===== src/rtl/vector_operand_loader_if.sv =====
// Handshake bundle between the element producer, the operand loader and the
// dot-product stage. The loader sits on the slave side and the bench or
// upstream logic on the master side.
interface vector_operand_loader_if #(
    parameter int VLEN = 1
);
    localparam int LW = $clog2(VLEN + 1);

    logic [31:0]          in_a;
    logic [31:0]          in_b;
    logic                 in_last;
    logic                 in_valid;
    logic                 in_ready;
    logic [32*VLEN-1:0]   out_a;
    logic [32*VLEN-1:0]   out_b;
    logic [LW-1:0]        out_len;
    logic                 out_valid;
    logic                 out_ready;

    modport master (
        output in_a, in_b, in_last, in_valid, out_ready,
        input  in_ready, out_a, out_b, out_len, out_valid
    );

    modport slave (
        input  in_a, in_b, in_last, in_valid, out_ready,
        output in_ready, out_a, out_b, out_len, out_valid
    );
endinterface


===== src/rtl/vector_operand_loader.sv =====
// Serial-to-parallel operand collector for the floating-point dot-product stage.
// Packs up to VLEN (a, b) float pairs into two flat vectors, element i at
// bits [32*i +: 32], and holds them until the downstream stage accepts.
// Unused slots of a short vector read as +0.0 so they add nothing to the dot product.
module vector_operand_loader #(
    parameter int VLEN = 1
) (
    input  logic                     clk,
    input  logic                     rst,
    input  logic                     flush_i,
    vector_operand_loader_if.slave   bus
);
    localparam int W  = 32 * VLEN;
    localparam int IW = (VLEN > 1) ? $clog2(VLEN) : 1;
    localparam int LW = $clog2(VLEN + 1);
    localparam logic [IW-1:0] LAST_IDX = IW'(VLEN - 1);

    typedef enum logic {
        FILL = 1'b0,
        FULL = 1'b1
    } state_t;

    state_t          state_q, state_d;
    logic [IW-1:0]   idx_q, idx_d;
    logic [W-1:0]    a_q, a_d;
    logic [W-1:0]    b_q, b_d;
    logic [LW-1:0]   len_q, len_d;

    logic            accept_in;
    logic            accept_out;
    logic            complete;

    assign accept_in  = (state_q == FILL) & bus.in_valid;
    assign accept_out = (state_q == FULL) & bus.out_ready;
    assign complete   = accept_in & ((idx_q == LAST_IDX) | bus.in_last);

    // Next-state logic: flush wins over everything, then element capture in FILL,
    // then release of the held vector in FULL (which also clears the buffer).
    always_comb begin
        state_d = state_q;
        idx_d   = idx_q;
        a_d     = a_q;
        b_d     = b_q;
        len_d   = len_q;

        if (flush_i) begin
            state_d = FILL;
            idx_d   = '0;
            a_d     = '0;
            b_d     = '0;
            len_d   = '0;
        end else if (accept_in) begin
            for (int i = 0; i < VLEN; i++) begin
                if (idx_q == IW'(i)) begin
                    a_d[32*i +: 32] = bus.in_a;
                    b_d[32*i +: 32] = bus.in_b;
                end
            end
            if (complete) begin
                len_d   = LW'(idx_q) + LW'(1);
                idx_d   = '0;
                state_d = FULL;
            end else begin
                idx_d   = idx_q + IW'(1);
            end
        end else if (accept_out) begin
            a_d     = '0;
            b_d     = '0;
            len_d   = '0;
            state_d = FILL;
        end
    end

    // State and buffer registers, cleared asynchronously so outputs drop to zero at once.
    always_ff @(posedge clk or posedge rst) begin
        if (rst) begin
            state_q <= FILL;
            idx_q   <= '0;
            a_q     <= '0;
            b_q     <= '0;
            len_q   <= '0;
        end else begin
            state_q <= state_d;
            idx_q   <= idx_d;
            a_q     <= a_d;
            b_q     <= b_d;
            len_q   <= len_d;
        end
    end

    assign bus.in_ready  = (state_q == FILL) & ~rst;
    assign bus.out_valid = (state_q == FULL);
    assign bus.out_a     = a_q;
    assign bus.out_b     = b_q;
    assign bus.out_len   = len_q;
endmodule


===== src/flat_wrapper.sv =====
// flat-port wrapper written by rule: the top's interface ports become plain ports
module vector_operand_loader_flat 
#(
    parameter int VLEN = 1
)
  (clk, rst, flush_i, bus_in_a, bus_in_b, bus_in_last, bus_in_valid, bus_out_ready, bus_in_ready, bus_out_a, bus_out_b, bus_out_len, bus_out_valid);
  vector_operand_loader_if #(.VLEN(VLEN)) bus_i ();
  input  logic clk;
  input  logic rst;
  input  logic flush_i;
  input wire logic [$bits(bus_i.in_a)-1:0] bus_in_a;
  input wire logic [$bits(bus_i.in_b)-1:0] bus_in_b;
  input wire logic [$bits(bus_i.in_last)-1:0] bus_in_last;
  input wire logic [$bits(bus_i.in_valid)-1:0] bus_in_valid;
  input wire logic [$bits(bus_i.out_ready)-1:0] bus_out_ready;
  output wire logic [$bits(bus_i.in_ready)-1:0] bus_in_ready;
  output wire logic [$bits(bus_i.out_a)-1:0] bus_out_a;
  output wire logic [$bits(bus_i.out_b)-1:0] bus_out_b;
  output wire logic [$bits(bus_i.out_len)-1:0] bus_out_len;
  output wire logic [$bits(bus_i.out_valid)-1:0] bus_out_valid;
  assign bus_i.in_a = bus_in_a;
  assign bus_i.in_b = bus_in_b;
  assign bus_i.in_last = bus_in_last;
  assign bus_i.in_valid = bus_in_valid;
  assign bus_i.out_ready = bus_out_ready;
  assign bus_in_ready = bus_i.in_ready;
  assign bus_out_a = bus_i.out_a;
  assign bus_out_b = bus_i.out_b;
  assign bus_out_len = bus_i.out_len;
  assign bus_out_valid = bus_i.out_valid;
  vector_operand_loader #(.VLEN(VLEN)) u_core (.clk(clk), .rst(rst), .flush_i(flush_i), .bus(bus_i));
endmodule

===== config.mk =====
export PLATFORM = sky130hd
export DESIGN_NAME = vector_operand_loader_flat
export DESIGN_NICKNAME = d
export VERILOG_FILES = /design/src/rtl/vector_operand_loader_if.sv /design/src/rtl/vector_operand_loader.sv /design/src/flat_wrapper.sv
export SDC_FILE = /design/constraint.sdc
export NUM_CORES = 1
export LEC_CHECK = 0
export ABC_AREA = 1
export CORE_ASPECT_RATIO = 0.7
export CORE_MARGIN = 3
export CORE_UTILIZATION = 35
export DETAILED_ROUTE_END_ITERATION = 8
export GPL_TIMING_DRIVEN = 0
export PLACE_DENSITY = 0.71
export SYNTH_ARGS = -nofsm -noshare
export SYNTH_HDL_FRONTEND = slang
export SYNTH_SLANG_ARGS = --single-unit

===== constraint.sdc =====
create_clock -name clk -period 3.2 [get_ports clk]
set_input_delay 0.8 -clock clk [delete_from_list [all_inputs] [get_ports clk]]
set_output_delay 0.8 -clock clk [all_outputs]
set_load 0.005 [all_outputs]

==> results.cfg <==
[synth]
synth_top_family_by_area = simple AND/OR/NAND/NOR gates
synthCells = 310
synth_area_um2 = 2840
ys.flop_type = dfrtp_1
synth_xor_area_share_pct = 0
yosys_warnings = 0
synthSimpleGateAreaFrac_pct = 34.1
synth-adder-area-share_pct = 0
synth_edf_count = 0
synthMuxAreaShare_pct = 0
synth_compound_area_share_pct = 0.440
ys_ff_latch = 67
synth_cell_type_count = 18
synthArstFlopShare_pct = 100
ys_seq_area_share_pct = 59.0
synth_fp_nets = 380
syn_area_per_cell_um2 = 9.17

[clock_tree]
clk_path_buf_depth = 2
clk_latency_ns = 0.32
numCtsBuffers = 9
cts_hold_buf = 0
cts.sinks = 67
cts_tree = done
cts-root-buf = clkbuf_16
cts_setup_buffers = 0
htreeDepth = 3
clk_pin_slew_ns = 0.06
post_cts_resize_count = 0

[critical_path]
path_delay_family = buffers and inverters
cp_num_cells = 3
cpMaxStageDelayCell = clkdlybuf4s50_1
startpoint_type = primary input
cp_max_fo = 2
crit_start = rst
crit_buf_inv = 2
r2r_slack_ns = 1.77
critical-path-max-stage-delay_ns = 0.51
end_kind = output port
reg2reg_from = u_core.bus.out_valid$_DFFE_PP0P_
crit_arrival_ns = 1.89
worst_r2r_path_depth = 5
crit_path_cell_trace = clkdlybuf4s50_1, nor2_1, clkdlybuf4s50_1
worstReg2RegEnd = u_core.bus.out_a[10]$_DFFE_PP0P_
critPathKind = primary input to output port
crit_end = bus_in_ready
crit_required_ns = 2.40
cpMostUsedCell = clkdlybuf4s50_1

[grt]
grt_max_degree = 68
grt_pass1_vias = 2782
grt_overflow = 0
antenna_found_initial = 0
grt_pass1_wl_mm = 13.8
grt_use_total_pct = 19.2

[sta]
setup_viol = 0
hold_viol_final = 0
timing.fmax_ghz = 0.371
slew-limit-headroom_pct = 44.5
whs_ns = 0.468
tightest_slew_ns = 0.833
fin_skew_ns = 0.00368
fin_ws_ns = 0.508
finalCriticalPeriod_ns = 2.69
finalCritPeriodShare_pct = 84.1
rsz0062_at_grt = false
drv_slew = 0

[finish]
post-route-util_pct = 61.3
area_growth_pct = 63.5
final_cell_count_no_fill = 560
multiInputGateArea_um2 = 981
final_cell_mix = clkdlybuf4s50_1, nand2_1, dfrtp_1, nand4_1, clkbuf_1
fillers = 718
final_common_cell = clkdlybuf4s50_1
antennaDiodeCount = 0
nets = 527
regArea_um2 = 1680
drive_gt1_share_pct = 7.14

[power_and_ir_drop]
combinationalPowerShare_pct = 17.1
finalPower_mw = 2.40
irDropWorstVdd_uv = 362
p_seq_share_pct = 39.6
internal_power_mw = 1.82
p_leak_nw = 2.22
switching_share_pct = 23.9
p_clk_share_pct = 43.3
p_per_area_nw_per_um2 = 516
switchingPower_uw = 573

[floorplanning]
fp.coreArea_um2 = 7580
rows = 26
start_util_pct = 37.5
die_y_um = 81.4
die_area_um2 = 9260
io_pins = 137
die_w_um = 114

[route]
wire_per_inst_um = 15.3
wl_mm = 8.55
vias = 2816
post-route-drc-count = 0
detail_route.iter0.violations = 241
dr.pass1.iters = 4
vias_per_cell = 5.03
ant_nets = 0

[placement]
port_buffers = 136
hpwlAfterDp_mm = 6.34
preCtsSetupSlack_ns = 0.500
routabilityCongestion = 0.769
dp_cells = 544

[min_path]
worstHoldPathType = flop to flop
hold_start = u_core.bus.out_a[15]$_DFFE_PP0P_

[job]
cap_viol_max_count = 0

[status]
status = finished clean
state kept, by name, indices dropped and copies added, names as in the netlist:
register / count
u_core.bus.out_b: 32
u_core.bus.out_len: 1
u_core.idx_q: 1
u_core.bus.out_valid: 1
u_core.bus.out_a: 32
through the flow:
step / setup TNS (ns) / area (µm²)
after floorplan: 0 / 2840
after global placement: -33.30 / 4330
after detailed placement: 0 / 4330
after CTS: 0 / 4650
after global routing: 0 / 4650
final: 0 / 4650
metal layers:
layer | global-route usage (%) | wire, µm | up-vias
met5 | 0 | 0 | -
met4 | 4.44 | 58 | 0
met3 | 9.01 | 985 | 6
met2 | 28.8 | 3740 | 126
met1 | 25.4 | 3770 | 1340
li1 | - | - | 1344
cells in the mapped netlist, types with 2 or more instances:
library cell,instances,area share [%]
nand2_1,135,18
dfrtp_1,67,59
nand4_1,64,14
clkbuf_1,12,1.6
buf_6,6,2.4
inv_1,5,0.66
buf_2,4,0.70
nand3_1,4,0.70
buf_4,3,0.79
buf_1,2,0.26
tightest hold or removal path: stages, from the launching register on:
cell	delay (ns)
dfrtp_1	0.34
nand2_1	0.05
nand2_1	0.05
worst min-delay path by stage:
stage / endpoint / slack (ns) / cells past startpoint
floorplan: u_core.bus.out_a[0]$_DFFE_PP0P_ / 0.47 / 2
global placement: u_core.bus.out_b[19]$_DFFE_PP0P_ / 0.45 / 2
detailed placement: u_core.bus.out_b[27]$_DFFE_PP0P_ / 0.46 / 2
CTS: u_core.bus.out_b[27]$_DFFE_PP0P_ / 0.47 / 2
global route: u_core.bus.out_b[27]$_DFFE_PP0P_ / 0.48 / 2
finish: u_core.bus.out_a[15]$_DFFE_PP0P_ / 0.47 / 2
power groups by stage:
stage / clock, mW / combinational [mW] / sequential, mW
6_report: 1.04 / 0.411 / 0.949
2_1_floorplan: 0 / 0.146 / 0.964
4_1_cts: 1.07 / 0.417 / 0.949
3_3_place_gp: 0 / 0.411 / 0.960
5_1_grt: 1.11 / 0.451 / 0.957
3_5_place_dp: 0 / 0.416 / 0.962
cell type report:
| type | count | share of cell area, % |
|---|---|---|
| timing repair buffer | 136 | 29.3 |
| clock buffer | 9 | 4.85 |
| sequential | 67 | 36.1 |
| buffer | 27 | 3.50 |
| multi-input combinational | 210 | 21.1 |
| tap | 98 | 2.64 |
| clock inverter | 7 | 1.99 |
| inverter | 6 | 0.539 |
logic make-up after synthesis:
kind of cell    Yosys count
buf+inv                  33
simple gates            208
flops                    67
compound gates            2
No activity file was read; power rests on OpenSTA's default activity.
